### src/rtl/bcd_counter_pkg.sv
// Shared types, constants and helpers for the cascadable BCD counter family.
package bcd_counter_pkg;

  typedef enum logic {RUN, APPLY} state_t;

  typedef logic [3:0] bcd_t;

  localparam bcd_t BCD_MAX_DIGIT = 4'd9;

  typedef struct packed {
    bcd_t tens;
    bcd_t ones;
    logic wrap;
  } bcd_pair_t;

  // Next digit pair for a single step; wrap is set on a full-range rollover.
  function automatic bcd_pair_t bcd_next(input bcd_t tens, input bcd_t ones,
                                         input bcd_t tens_max, input logic down);
    bcd_pair_t r;
    r.tens = tens;
    r.ones = ones;
    r.wrap = 1'b0;
    if (!down) begin
      if (ones < BCD_MAX_DIGIT) begin
        r.ones = ones + 4'd1;
      end else begin
        r.ones = 4'd0;
        if (tens == tens_max) begin
          r.tens = 4'd0;
          r.wrap = 1'b1;
        end else begin
          r.tens = tens + 4'd1;
        end
      end
    end else begin
      if (ones != 4'd0) begin
        r.ones = ones - 4'd1;
      end else begin
        r.ones = BCD_MAX_DIGIT;
        if (tens == 4'd0) begin
          r.tens = tens_max;
          r.wrap = 1'b1;
        end else begin
          r.tens = tens - 4'd1;
        end
      end
    end
    return r;
  endfunction

  function automatic logic bcd_legal(input bcd_t tens, input bcd_t ones, input bcd_t tens_max);
    return (ones <= BCD_MAX_DIGIT) && (tens <= tens_max);
  endfunction

endpackage

### src/rtl/bcd_digit_step.sv
// Combinational single-digit up/down step with programmable maximum and wrap flag.
module bcd_digit_step
  import bcd_counter_pkg::*;
(
  input  logic [3:0] i_digit,
  input  logic [3:0] i_max,
  input  logic       i_en,
  input  logic       i_down,
  output logic [3:0] o_digit,
  output logic       o_wrap
);

  always_comb begin
    o_digit = i_digit;
    o_wrap  = 1'b0;
    if (i_en) begin
      if (i_down) begin
        if (i_digit == 4'd0) begin
          o_digit = i_max;
          o_wrap  = 1'b1;
        end else begin
          o_digit = i_digit - 4'd1;
        end
      end else begin
        if (i_digit >= i_max) begin
          o_digit = 4'd0;
          o_wrap  = 1'b1;
        end else begin
          o_digit = i_digit + 4'd1;
        end
      end
    end
  end

endmodule

### src/rtl/bcd_mod60_counter.sv
// Two-digit cascadable BCD counter (00..TENS_MAX9) with valid/ready preset port.
// Define BCD_COUNTER_DOWN_EN to add the dir input for down counting.
module bcd_mod60_counter
  import bcd_counter_pkg::*;
#(
  parameter int TENS_MAX = 5
) (
`ifdef BCD_COUNTER_DOWN_EN
  input  logic       dir,
`endif
  input  logic       clk,
  input  logic       rst,
  input  logic       tick_in,
  input  logic       clr,
  input  logic       load_valid,
  output logic       load_ready,
  input  logic [3:0] load_tens,
  input  logic [3:0] load_ones,
  output logic [3:0] tens,
  output logic [3:0] ones,
  output logic       carry_out,
  output logic       load_err
);

  localparam bcd_t TENS_MAX_D = 4'(TENS_MAX);

  state_t     r_state;
  state_t     w_state_next;
  logic [3:0] r_tens;
  logic [3:0] r_ones;
  logic [3:0] r_hold_tens;
  logic [3:0] r_hold_ones;
  logic       r_carry;
  logic       r_err;
  logic       r_ready;

  logic       w_capture;
  logic       w_err_next;
  logic [3:0] w_base_tens;
  logic [3:0] w_base_ones;
  logic [3:0] w_step_tens;
  logic [3:0] w_step_ones;
  logic       w_ones_wrap;
  logic       w_tens_wrap;
  logic       w_down;

`ifdef BCD_COUNTER_DOWN_EN
  assign w_down = dir;
`else
  assign w_down = 1'b0;
`endif

  // In APPLY a legal held value replaces the count before the tick is applied.
  always_comb begin
    w_state_next = r_state;
    w_capture    = 1'b0;
    w_err_next   = 1'b0;
    w_base_tens  = r_tens;
    w_base_ones  = r_ones;
    case (r_state)
      RUN: begin
        if (load_valid) begin
          w_capture    = 1'b1;
          w_state_next = APPLY;
        end
      end
      APPLY: begin
        w_state_next = RUN;
        if (bcd_legal(r_hold_tens, r_hold_ones, TENS_MAX_D)) begin
          w_base_tens = r_hold_tens;
          w_base_ones = r_hold_ones;
        end else begin
          w_err_next = 1'b1;
        end
      end
      default: w_state_next = RUN;
    endcase
  end

  bcd_digit_step u_ones (
    .i_digit (w_base_ones),
    .i_max   (BCD_MAX_DIGIT),
    .i_en    (tick_in),
    .i_down  (w_down),
    .o_digit (w_step_ones),
    .o_wrap  (w_ones_wrap)
  );

  bcd_digit_step u_tens (
    .i_digit (w_base_tens),
    .i_max   (TENS_MAX_D),
    .i_en    (w_ones_wrap),
    .i_down  (w_down),
    .o_digit (w_step_tens),
    .o_wrap  (w_tens_wrap)
  );

  always_ff @(posedge clk or posedge rst) begin
    if (rst) begin
      r_state     <= RUN;
      r_tens      <= 4'd0;
      r_ones      <= 4'd0;
      r_hold_tens <= 4'd0;
      r_hold_ones <= 4'd0;
      r_carry     <= 1'b0;
      r_err       <= 1'b0;
      r_ready     <= 1'b1;
    end else if (clr) begin
      r_state     <= RUN;
      r_tens      <= 4'd0;
      r_ones      <= 4'd0;
      r_hold_tens <= 4'd0;
      r_hold_ones <= 4'd0;
      r_carry     <= 1'b0;
      r_err       <= 1'b0;
      r_ready     <= 1'b1;
    end else begin
      r_state <= w_state_next;
      r_ready <= (w_state_next == RUN);
      r_tens  <= w_step_tens;
      r_ones  <= w_step_ones;
      r_carry <= w_tens_wrap;
      r_err   <= w_err_next;
      if (w_capture) begin
        r_hold_tens <= load_tens;
        r_hold_ones <= load_ones;
      end
    end
  end

  assign tens       = r_tens;
  assign ones       = r_ones;
  assign carry_out  = r_carry;
  assign load_err   = r_err;
  assign load_ready = r_ready;

endmodule

### config.mk
export PLATFORM = sky130hd
export DESIGN_NAME = bcd_mod60_counter
export DESIGN_NICKNAME = d
export VERILOG_FILES = /design/src/rtl/bcd_counter_pkg.sv /design/src/rtl/bcd_digit_step.sv /design/src/rtl/bcd_mod60_counter.sv
export SDC_FILE = /design/constraint.sdc
export NUM_CORES = 1
export LEC_CHECK = 0
export ABC_AREA = 1
export ABC_CLOCK_PERIOD_IN_PS = 2890
export BUFFER_PORTS_ARGS = -buffer_cell sky130_fd_sc_hd__clkbuf_2
export CORE_UTILIZATION = 35
export DETAILED_ROUTE_END_ITERATION = 8
export PLACE_DENSITY_LB_ADDON = 0.12
export SLEW_MARGIN = 20
export SYNTH_ARGS = -nofsm -noshare
export SYNTH_HDL_FRONTEND = slang
export SYNTH_HIERARCHICAL = 1
export SYNTH_SLANG_ARGS = --single-unit
export TNS_END_PERCENT = 1
### constraint.sdc
create_clock -name clk -period 2.89 [get_ports clk]
set_input_delay 0.1445 -clock clk [delete_from_list [all_inputs] [get_ports clk]]
set_output_delay 0.1445 -clock clk [all_outputs]
set_load 0.005 [all_outputs]
Word level (Yosys, flattened, before mapping):

Index checks and enable logic that the tools add are counted.

* add/subtract/negate cells: 2
* $lt $le $gt $ge: 4
* mux-type cells: 27
* bitwise logic cells: 2
* reduce and logical (&&, ||, !) cells: 2

Operator list (number)
* $mux W4: 14
* $mux W1: 12
* $add A4 B1 Y4 const B: 2
* $ge A4 B3 Y1 const B: 1
* $ge A4 B4 Y1 const B: 1
* $le A4 B3 Y1 const B: 1
* $le A4 B4 Y1 const B: 1
* $not A1 Y1: 2
* $pmux W1 S2: 1
* $reduce_bool A2 Y1: 1
* $logic_and A1 B1 Y1: 1

* bits in registers: 20
* input port bits: 13
* output and inout bits: 11

Logic depth before layout (Yosys ltp):

* depth in word-level cells: 9
* depth in mapped cells: 19

Modules after synthesis:

Netlist, hierarchy kept.

Modules (own cells, without submodules)
* bcd_mod60_counter: times used 1, cells each 100, area an instance 890.9 um2, seq. area each 501.7 um2
* bcd_digit_step: times used 2, cells each 76, area an instance 389.1 um2, seq. area each 0.0 um2

Least setup slack after synthesis:

OpenSTA, ideal clock, no wires.

* path kind: flip-flop to flip-flop
* start: register r_hold_tens[2]
* end: register r_tens[2], in the netlist tens[2]
* arrival time: 2.291 ns
* setup slack: 0.482 ns
* cell stages (with the launch flop): 19
* buffers on the path: 0
* period minus slack after synthesis: 2.408 ns
* cells stage by stage: dfrtp_1 -> a21oi_4 -> nand4_1 -> nand2_1 -> inv_2 -> ha_1 -> inv_1 -> nand2_1 -> nand2_1 -> nand2_1 -> nand2_1 -> nand2_1 -> nand2_1 -> a21oi_1 -> inv_1 -> a21oi_1 -> a21oi_1 -> inv_1 -> nor2_1

* longest elaborated chain between the ends: 9
* elaborated cells on any way between the ends: 14
* classes of those cells: 1 x add/sub; 3 x order compare; 9 x mux; 1 x reduce/logical

RTL lines
* start, declared: RTL line bcd_mod60_counter.sv:31 `logic [3:0] r_hold_tens;`
* start signal, assigned: RTL line bcd_mod60_counter.sv:125 `r_hold_tens <= load_tens;`
* $le A4 B3 Y1: RTL line bcd_counter_pkg.sv:52 `return (ones <= BCD_MAX_DIGIT) && (tens <= tens_max);`
* $logic_and A1 B1 Y1: RTL line bcd_counter_pkg.sv:52
* $mux W4: RTL line bcd_mod60_counter.sv:69 `if (bcd_legal(r_hold_tens, r_hold_ones, TENS_MAX_D)) begin`
* $mux W4: RTL line bcd_mod60_counter.sv:60 `case (r_state)`
* via w_base_ones[0]: RTL line bcd_mod60_counter.sv:40 `logic [3:0] w_base_ones;`
* $ge A4 B4 Y1: RTL line bcd_digit_step.sv:25 `if (i_digit >= i_max) begin`
* $mux W1: RTL line bcd_digit_step.sv:25
* $mux W1: RTL line bcd_digit_step.sv:16 `if (i_en) begin`
* via w_ones_wrap: RTL line bcd_mod60_counter.sv:43 `logic w_ones_wrap;`
* $mux W4: RTL line bcd_digit_step.sv:16
* via w_step_tens[2]: RTL line bcd_mod60_counter.sv:41 `logic [3:0] w_step_tens;`
* $mux W4: RTL line bcd_mod60_counter.sv:108 `end else if (clr) begin`
* end signal, assigned: RTL line bcd_mod60_counter.sv:120 `r_tens <= w_step_tens;`
* end, declared: RTL line bcd_mod60_counter.sv:29 `logic [3:0] r_tens;`

The timed path passes the listed nets, and every way through them passes these cells.
A chain may end at the register's enable or synchronous reset.

Worst setup path in the final report:

* start: register r_hold_tens[1]
* end: register r_tens[1], in the netlist tens[1]

Same word-level chain as after synthesis.

==> results.md <==
- Number of synthesized register bits: 20
- Setup-failing EPs final: 0
- Crit path required time: 3070 ps
- Vias in the first global route: 1470
- First-pass GRT wire length: 6420 µm
- Switch Pwr: 0.297 mW
- Compound-Gate Fraction of Synth Area: 5.55%
- CTS buffer count: 3
- Hold Crit Class: primary input to asynchronous set/reset pin
- Overall power: 0.834 mW
- Fin nets: 329
- Switching Share: 35.5%
- Port-buffer cells: 23
- GRT Total Usage: 15.6%
- N_diodes: 0
- Post-Synth Adder-Cell Area: 9.00%
- Syn Std Cell Area: 1670 µm²
- CTS tree: yes
- Syn Inst Count: 252
- Worst path max stage delay: 430 ps
- Flop pwr share: 38.0%
- TritonCTS Sinks: 20
- Slew HR: 50.0%
- Clk pwr share: 25.1%
- DR vias: 1534
- Critical path arrival: 2700 ps
- RSZ-0062 raised after global routing: false
- Mux cell area share after synthesis: 0%
- Final hold violation count: 19
- CTS clk-pin slew, worst paths: 70 ps
- Clk Latency, worst-skew pair: 250 ps
- DIE AREA: 5050 µm²
- Worst-margin pin slew: 749 ps
- Outcome: finished with violations
- CTS Buffer Depth: 2
- Maximum clock frequency: 398 MHz
- Most common cell after layout, fill and taps aside: nand2_1
- Max cap viols: 0
- Clk root buf: clkbuf_8
- Synthesis Warnings: 6
- Post-synthesis xor/xnor area fraction: 1.05%
- Die Y: 71.1 µm
- Final Cycle Share: 87.0%
- VDD IR max: 0.298 mV
- Die width: 71.1 µm
- Leak: 1.21 nW
- 1st-iter DRT viols: 104
- Post-synthesis sequential area ratio: 30.1%
- Failing checks: hold timing
- Ports: 24
- Largest net degree at the start of global routing: 21
- Post-Synth Simple-Gate Area: 42.2%
- Synth-to-Final Area Change: 19.5%
- Grt ovf: 0
- Final ANT Viol Nets: 0
- DRC: 0
- CP Class: flop to flop
- Share of layout cells above drive strength 1: 18.5%
- Final setup skew: 4.22 ps
- Min cycle time layout: 2510 ps
- Initial Utilization: 37.3%
- Synth unique cells: 24
- Combinational Power Share: 36.9%
- H-tree Lvls: 1
- Initial antenna violation count: 0
- CP max stage cell: dfrtp_1
- Critical-path cell list: a21oi_4 > nand4_1 > nand2_1 > inv_2 > ha_1 > inv_1 > nand2_1 > nand2_1 > nand2_1 > nand2_1 > nand2_1 > nand2_1 > a21oi_2 > buf_4 > nor2_1 > a21oi_1 > inv_1 > nor2_1
- DRT Wirelength: 3560 µm
- Pint: 0.538 mW
- Crit end category: flop
- Drt first pass iters: 4
- Rows: 24
- Setup TNS: 0 ps
- Max-slew violations: 0
- Pwr dens: 418 nW/µm²
- Wire per inst: 10.0 µm
- CP Max Fanout: 8
- Most frequent cells in the layout: nand2_1 (93), inv_1 (31), nand3_1 (28)
- Most Frequent Cell on Critical Path: nand2_1
- Hold_ws: -11.9 ps
- Startpoint Class: flop
- Vias per cell: 4.32
- HPWL after detailed placement: 2880 µm
- Largest family of logic cells by synthesized area: simple AND/OR/NAND/NOR gates
- Core Area: 4470 µm²
- Mean Syn Cell Area: 6.62 µm²
- Routability-driven placement congestion ratio: 0.781
==> power groups by stage <==
stage | registers (mW) | logic, mW | clock network, mW
5_1_grt | 0.319 | 0.365 | 0.227
4_1_cts | 0.317 | 0.307 | 0.214
2_1_floorplan | 0.319 | 0.235 | 0
6_report | 0.317 | 0.308 | 0.210
3_3_place_gp | 0.322 | 0.306 | 0
3_5_place_dp | 0.323 | 0.305 | 0
==> through the flow <==
step,util [%],worst slack [ps],cells,cell area (µm²)
4_1_cts,44.3,246,354,1980
2_1_floorplan,-,482,274,1750
3_5_place_dp,43.1,273,350,1930
6_report,44.6,376,355,1990
3_3_place_gp,43.1,349,350,1930
5_1_grt,44.6,7.31,355,1990
==> sequential cells by signal (all words and copies together), names as in the netlist <==
signal,cells
ones,4
load_ready,1
load_err,1
tens,4
carry_out,1
r_hold_tens,4
r_hold_ones,4
r_state,1
==> routing by layer <==
layer | track usage (%) | part of all wire [%]
met5 | 0 | 0
met4 | 3.33 | 0.65
met3 | 0.855 | 1.5
met2 | 26.6 | 45
met1 | 21.8 | 53
==> critical path, delay by kind of cell, from the launching register on <==
family          cells  cell delay (ps)
buf+inv             4              340
flops               1              430
fa+ha+maj           1              280
simple gates       10              790
compound gates      3              590
==> area by class of cell <==
class / count / area [µm²]
inverter: 40 / 154
multi-input combinational: 210 / 1060
timing repair buffer: 29 / 160
sequential: 20 / 502
fill: 483 / 2480
clock buffer: 4 / 55.1
tap: 52 / 65.1
==> worst paths after layout <==
kind | slack, ps | to | cells past startpoint | start
max in group asynchronous | 2430 | r_hold_ones[2] | 2 | rst
worst max register to register | 380 | tens[1] | 18 | r_hold_tens[1]
worst min-delay path | -10 | tens[0] | 2 | rst
worst min register to register | 540 | r_hold_tens[0] | 2 | r_hold_tens[0]
worst max-delay path | 380 | tens[1] | 18 | r_hold_tens[1]
min in group clk | 80 | r_hold_tens[1] | 3 | load_tens[1]
==> timing repair <==
item	4_1_cts	5_1_grt
setup endpoints to repair	0	2
resized for setup	0	1
hold buffers	0	0
endpoints found under the hold margin	0	0
setup buffers	0	1
==> cells in the mapped netlist, drive strengths merged <==
| library cell | n | area (µm²) |
|---|---|---|
| nand3 | 30 | 168 |
| buf | 4 | 41.3 |
| a21boi | 2 | 15.0 |
| dfrtp | 19 | 475 |
| nor2 | 25 | 119 |
| a21oi | 10 | 61.3 |
| dfstp | 1 | 26.3 |
| nand4 | 9 | 56.3 |
| conb | 2 | 7.51 |
| o21ai | 1 | 16.3 |
| nand2 | 95 | 362 |
| ha | 12 | 150 |
| inv | 39 | 149 |
| clkinv | 1 | 5.00 |
| xor2 | 2 | 17.5 |
==> cells by family (layout without fill, tap and decap cells) <==
kind of cell | count (synthesis) | in the layout
AO/OA/AOI/OAI | 13 | 13
buffers and inverters | 44 | 73
adder cells (fa/ha/maj) | 12 | 12
other | 2 | 24
AND/OR/NAND/NOR | 159 | 159
flip-flops | 20 | 20
XOR/XNOR | 2 | 2
No activity file was read; power rests on OpenSTA's default activity.
